### config.mk
export PLATFORM = sky130hd
export DESIGN_NAME = bandeja_controle_flat
export DESIGN_NICKNAME = d
export VERILOG_FILES = /design/src/rtl/bandeja_controle_if.sv /design/src/rtl/bandeja_controle.sv /design/src/flat_wrapper.sv
export SDC_FILE = /design/constraint.sdc
export NUM_CORES = 1
export LEC_CHECK = 0
export BUFFER_PORTS_ARGS = -buffer_cell sky130_fd_sc_hd__buf_2
export CAP_MARGIN = 15
export CORE_MARGIN = 4
export CORE_UTILIZATION = 35
export CTS_BUF_LIST = sky130_fd_sc_hd__clkbuf_4 sky130_fd_sc_hd__clkbuf_8 sky130_fd_sc_hd__clkbuf_16
export DETAILED_ROUTE_END_ITERATION = 7
export PLACE_DENSITY = 0.54
export SYNTH_ARGS = -nofsm -noshare
export SYNTH_HDL_FRONTEND = slang
export SYNTH_SLANG_ARGS = --single-unit
### constraint.sdc
create_clock -name clk -period 2.1 [get_ports clk]
set_input_delay 0.315 -clock clk [delete_from_list [all_inputs] [get_ports clk]]
set_output_delay 0.315 -clock clk [all_outputs]
set_load 0.1 [all_outputs]
### src/rtl/bandeja_controle_if.sv
// Signal bundle between the tray sequencer and its sensors / seven-segment path.
// The almost_full line exists only when BANDEJA_ALMOST_FULL_EN is defined.
interface bandeja_controle_if;
  logic       start;
  logic       tray_present;
  logic       item_pulse;
  logic [3:0] unidades_bandeja;
  logic [3:0] dezenas_bandeja;
  logic       busy;
  logic       swap_req;
  logic       item_reject;
  logic       tray_lost;
`ifdef BANDEJA_ALMOST_FULL_EN
  logic       almost_full;
`endif

  modport slave (
    input  start, tray_present, item_pulse,
    output unidades_bandeja, dezenas_bandeja, busy, swap_req, item_reject, tray_lost
`ifdef BANDEJA_ALMOST_FULL_EN
    , output almost_full
`endif
  );

  modport master (
    output start, tray_present, item_pulse,
    input  unidades_bandeja, dezenas_bandeja, busy, swap_req, item_reject, tray_lost
`ifdef BANDEJA_ALMOST_FULL_EN
    , input almost_full
`endif
  );
endinterface

### src/rtl/bandeja_controle.sv
// Tray slot sequencer: loads a two-digit BCD capacity, counts accepted items down, requests a swap.
// Optional almost_full flag is enabled by defining BANDEJA_ALMOST_FULL_EN.
module bandeja_controle #(
  parameter logic [3:0] CAP_DEZENAS  = 4'd9,
  parameter logic [3:0] CAP_UNIDADES = 4'd9,
  parameter logic [3:0] AF_DEZENAS   = 4'd0,
  parameter logic [3:0] AF_UNIDADES  = 4'd5
) (
  input logic              clk,
  input logic              rst,
  bandeja_controle_if.slave bus
);

  typedef enum logic [1:0] {IDLE, FILL, FULL, WAIT_TRAY} state_t;

  state_t     state, next_state;
  logic [3:0] dez, uni, next_dez, next_uni;
  logic       busy_q, swap_q, reject_q, lost_q;
  logic       next_reject, next_lost;

  always_comb begin
    next_state  = state;
    next_dez    = dez;
    next_uni    = uni;
    next_reject = 1'b0;
    next_lost   = 1'b0;
    case (state)
      IDLE: begin
        next_reject = bus.item_pulse;
        if (bus.start && bus.tray_present) begin
          next_dez   = CAP_DEZENAS;
          next_uni   = CAP_UNIDADES;
          next_state = FILL;
        end
      end
      FILL: begin
        if (!bus.tray_present) begin
          next_lost   = 1'b1;
          next_reject = bus.item_pulse;
          next_dez    = 4'd0;
          next_uni    = 4'd0;
          next_state  = IDLE;
        end else if (bus.item_pulse) begin
          // Leaving FILL at 00 is what guarantees the counter never wraps
          if (dez == 4'd0 && uni == 4'd1) begin
            next_uni   = 4'd0;
            next_state = FULL;
          end else if (uni == 4'd0) begin
            next_uni = 4'd9;
            next_dez = dez - 4'd1;
          end else begin
            next_uni = uni - 4'd1;
          end
        end
      end
      FULL: begin
        next_reject = bus.item_pulse;
        if (!bus.tray_present) next_state = WAIT_TRAY;
      end
      WAIT_TRAY: begin
        next_reject = bus.item_pulse;
        if (bus.tray_present) begin
          next_dez   = CAP_DEZENAS;
          next_uni   = CAP_UNIDADES;
          next_state = FILL;
        end
      end
      default: next_state = IDLE;
    endcase
  end

  always_ff @(posedge clk or negedge rst) begin
    if (!rst) begin
      state    <= IDLE;
      dez      <= 4'd0;
      uni      <= 4'd0;
      busy_q   <= 1'b0;
      swap_q   <= 1'b0;
      reject_q <= 1'b0;
      lost_q   <= 1'b0;
    end else begin
      state    <= next_state;
      dez      <= next_dez;
      uni      <= next_uni;
      busy_q   <= (next_state == FILL);
      swap_q   <= (next_state == FULL) || (next_state == WAIT_TRAY);
      reject_q <= next_reject;
      lost_q   <= next_lost;
    end
  end

  assign bus.dezenas_bandeja  = dez;
  assign bus.unidades_bandeja = uni;
  assign bus.busy             = busy_q;
  assign bus.swap_req         = swap_q;
  assign bus.item_reject      = reject_q;
  assign bus.tray_lost        = lost_q;

`ifdef BANDEJA_ALMOST_FULL_EN
  logic af_q, next_af;

  // BCD compare works digit-wise: tens decide first, units break the tie
  always_comb begin
    next_af = 1'b0;
    if (next_state == FILL)
      next_af = (next_dez < AF_DEZENAS) ||
                ((next_dez == AF_DEZENAS) && (next_uni <= AF_UNIDADES));
  end

  always_ff @(posedge clk or negedge rst) begin
    if (!rst) af_q <= 1'b0;
    else      af_q <= next_af;
  end

  assign bus.almost_full = af_q;
`endif

endmodule

### src/flat_wrapper.sv
// flat-port wrapper written by rule: the top's interface ports become plain ports
module bandeja_controle_flat 
#(
  parameter logic [3:0] CAP_DEZENAS  = 4'd9,
  parameter logic [3:0] CAP_UNIDADES = 4'd9,
  parameter logic [3:0] AF_DEZENAS   = 4'd0,
  parameter logic [3:0] AF_UNIDADES  = 4'd5
)
  (clk, rst, bus_start, bus_tray_present, bus_item_pulse, bus_unidades_bandeja, bus_dezenas_bandeja, bus_busy, bus_swap_req, bus_item_reject, bus_tray_lost);
  bandeja_controle_if bus_i ();
  input logic clk;
  input logic rst;
  input wire logic [$bits(bus_i.start)-1:0] bus_start;
  input wire logic [$bits(bus_i.tray_present)-1:0] bus_tray_present;
  input wire logic [$bits(bus_i.item_pulse)-1:0] bus_item_pulse;
  output wire logic [$bits(bus_i.unidades_bandeja)-1:0] bus_unidades_bandeja;
  output wire logic [$bits(bus_i.dezenas_bandeja)-1:0] bus_dezenas_bandeja;
  output wire logic [$bits(bus_i.busy)-1:0] bus_busy;
  output wire logic [$bits(bus_i.swap_req)-1:0] bus_swap_req;
  output wire logic [$bits(bus_i.item_reject)-1:0] bus_item_reject;
  output wire logic [$bits(bus_i.tray_lost)-1:0] bus_tray_lost;
  assign bus_i.start = bus_start;
  assign bus_i.tray_present = bus_tray_present;
  assign bus_i.item_pulse = bus_item_pulse;
  assign bus_unidades_bandeja = bus_i.unidades_bandeja;
  assign bus_dezenas_bandeja = bus_i.dezenas_bandeja;
  assign bus_busy = bus_i.busy;
  assign bus_swap_req = bus_i.swap_req;
  assign bus_item_reject = bus_i.item_reject;
  assign bus_tray_lost = bus_i.tray_lost;
  bandeja_controle #(.CAP_DEZENAS(CAP_DEZENAS), .CAP_UNIDADES(CAP_UNIDADES), .AF_DEZENAS(AF_DEZENAS), .AF_UNIDADES(AF_UNIDADES)) u_core (.clk(clk), .rst(rst), .bus(bus_i));
endmodule
==> impl_summary.txt <==
----------------------------------------------------
[Outcome]
  Outcome ... complete, no violations

[Critical path]
  Buffers plus inverters on the worst setup path ... 0
  Crit-path slowest cell ... dfrtp_1
  Worst endpoint required time ... about 2300 ps
  Critical path arrival ... ~1900 ps
  Type of element capturing the critical path ... flip-flop
  Critical path fanouts, max ... 12
  Critical path startpoint category ... flip-flop
  Path type of the worst setup path ... flip-flop to flip-flop
  CP Cell Sequence ... o211a_4 -> nor3_2 -> o21ai_0 -> a211o_1
  Peak per-stage delay on the critical path ... 500 ps
  Kind of cell adding the most delay to the critical path ... compound AO/OA/AOI/OAI gates

[Routing]
  Total number of vias ... 651
  First drt pass iteration count ... 4
  Detailed-route vias per instance ... 5.21
  Post-DR wirelength/cell ... 13.5 µm
  Detailed router's first-iteration violation count ... 13
  Detail Route Antenna Nets ... 0
  Top layer reached by signal wires ... met4
  Total wirelength of the detailed-routed design ... 1690 µm
  Drc violations ... 0
  Total met2 wirelength after detailed routing ... 782 µm
  M1 wire length ... 796 µm
  Met3 Wirelength ... between 80 and 90 µm

[Power and ir drop]
  Leakage component of the power ... 0.410 nW
  Maximum VDD drop ... a little under 500 µV
  Final Power ... just over 0.0009 W
  Pwr/cell area ... 997 mW/mm²

[Logic synthesis]
  Yosys Warn Count ... 0
  Number of distinct library cells after synthesis ... 38
  Mux contribution to synthesized area ... 0%
  Post-synth top flop ... dfrtp_1
  Synth Register Bits ... 13
  Xor/xnor cell area share of the yosys netlist ... 0%
  Sequential fraction of the synthesis area ... 41.5%
  Mapped cell area ... approximately 780 µm²
  Asr flop ratio synth ... 100%
  Post-synth EDFFs ... 0
  Net count of the mapped netlist ... 87
  Largest family of logic cells by synthesized area ... simple AND/OR/NAND/NOR gates
  Avg Inst Size Synth ... 9.81 µm²
  Post-Synth Adder-Cell Area ... between 3 and 4%
  Synthesized-area fraction occupied by ao, oa, aoi and oai cells ... 23.6%
  Number of instances in the synthesized netlist ... 80
  Share of synthesized cell area in and, or, nand and nor gates ... between 20% and 30%

[Finish]
  Count of non-filler cells in the finished layout ... 125
  Layout overhead on the synthesized area ... 16.4%
  Antenna diode instance count ... 0
  Fraction of layout instances using a drive strength above 1 ... 28.6%
  NumNets Final ... ~110
  Highest-count cells in the layout ignoring fill and taps ... buf_2, dfrtp_1, nand2_1, a21oi_1, inv_1
  Commonest non-fill, non-tap cell in the layout ... buf_2
  End-of-flow core utilization ... approximately 45%

[Timing]
  Part of the cycle the worst path needs ... 80.6%
  Total setup violations reported at the end of the flow ... 0
  Clock skew after layout ... 8.05 ps
  Number of max-slew violations in the final report ... 0
  Slew margin rel. ... between 60% and 70%
  Maximum clock frequency ... a little under 600 MHz
  Least-Margin Pin Slew ... 487 ps
  Summed negative setup slack over all endpoints ... 0 ps
  Final critical path time including I/O delays and setup ... approximately 1700 ps
  Setup repair after global routing missed its margin ... false
  Number of failing hold endpoints at the final stage ... 0

[Global routing]
  Via count of the first global-routing pass ... between 600 and 700
  Wire length of the first global-routing pass ... 2870 µm
  Antenna violations before repair ... 0
  Maximum number of pins on one net before global-route repair ... 14
  GR Util All Layers ... 11.6%
  Total overflow reported by the global router ... 0

[Die]
  Effective utilization at floorplan ... 38.4%
  Num rows ... 16
  I/O pins ... 17
  Die ar. ... 0.00306 mm²
  Die height ... 55.3 µm
  Die width ... 55.3 µm
  Area of the core region ... 0.00204 mm²

[Clocking]
  CTS root buffer ... clkbuf_4
  CTS H-tree lvls ... 1
  Clock-pin slew on the worst setup and hold paths ... around 90 ps
  Clock tree from TritonCTS ... done
  Clk_lat worst skew ... 280 ps
  Clock Sink Count ... 13
  Max clock buf depth ... 2
  TritonCTS Buffers ... 3

[Hold path]
  Worst hold path type ... input port to flip-flop

[Place]
  Instance count after placement with tap cells included ... 120
  Number of input and output port buffers inserted ... 16
  Post-DP HPWL ... between 1000 and 1500 µm
  Gp weighted congestion ... between 0.7 and 0.8

[Run]
  Number of violations of the max-capacitance limit ... 0

----------------------------------------------------
-- routing by layer --
metal	up-vias	track usage, %
li1	332	-
met1	300	15.5
met2	15	17.4
met3	4	2.80
met4	0	5.21
met5	-	0
-- path summary, 6_finish.rpt --
path | from | cells past startpoint | to | slack, ps
min reg2reg | u_core.bus.dezenas_bandeja[1] | 2 | u_core.bus.dezenas_bandeja[1] | 540
min in group asynchronous | rst | 2 | u_core.bus.item_reject | 450
max in group asynchronous | rst | 2 | u_core.bus.dezenas_bandeja[0] | 1400
min | bus_item_pulse | 2 | u_core.bus.item_reject | 350
max | u_core.bus.swap_req | 4 | u_core.bus.dezenas_bandeja[3] | 410
max reg2reg | u_core.bus.swap_req | 4 | u_core.bus.dezenas_bandeja[3] | 410
-- registers in the layout, summed over array words and instances (netlist names) --
signal                       flops
u_core.bus.dezenas_bandeja       4
u_core.bus.unidades_bandeja      4
u_core.bus.busy                  1
u_core.bus.item_reject           1
u_core.bus.swap_req              1
u_core.bus.tray_lost             1
u_core.state                     1
-- power by group --
part	switching, W	internal, W	leakage, nW	total [W]
combinational	0.000326	0.0000961	0.230	0.000422
clock	0.0000871	0.0000706	0.0177	0.000158
sequential	0.0000485	0.000282	0.162	0.000331
total	0.000462	0.000449	0.410	0.000911
-- through the flow --
stage	area, µm²	hold slack (ps)	setup slack [ps]
after floorplan	786	19.4	6.73
after global placement	876	222	465
after detailed placement	876	223	421
after CTS	913	342	402
after global routing	913	352	237
final	913	352	407
-- logic make-up (layout without fill, tap and decap cells) --
logic type,after synthesis,after routing
and+or+nand+nor,32,32
adders and majority gates,2,2
AOI/OAI and AO/OA,24,24
buffers and inverters,9,27
DFF,13,13
-- cell type report --
| class | instances | area, µm² |
|---|---|---|
| clock buffer | 3 | 22.5 |
| sequential | 13 | 327 |
| timing repair buffer | 17 | 90.1 |
| multi-input combinational | 58 | 413 |
| fill | 221 | 1130 |
| inverter | 6 | 22.5 |
| tap | 27 | 33.8 |
| clock inverter | 1 | 5.00 |
-- what timing repair did --
action	CTS	global route
hold endpoints to repair	13	0
hold buffers	1	0
resized for setup	0	0
buffers inserted	0	0
-- Yosys cell counts, types with 2 or more instances --
| cell type | n | area share [%] |
|---|---|---|
| o21ai_1 | 3 | 1.9 |
| nand2_1 | 7 | 3.3 |
| ha_1 | 2 | 3.2 |
| inv_1 | 5 | 2.4 |
| o31ai_1 | 3 | 2.9 |
| nor2_1 | 4 | 1.9 |
| or3_1 | 2 | 1.6 |
| a21oi_1 | 7 | 4.5 |
| dfrtp_1 | 13 | 41 |
| nand3_1 | 4 | 2.6 |
| nand2b_1 | 3 | 2.4 |
(Power assumes the default switching activity.)
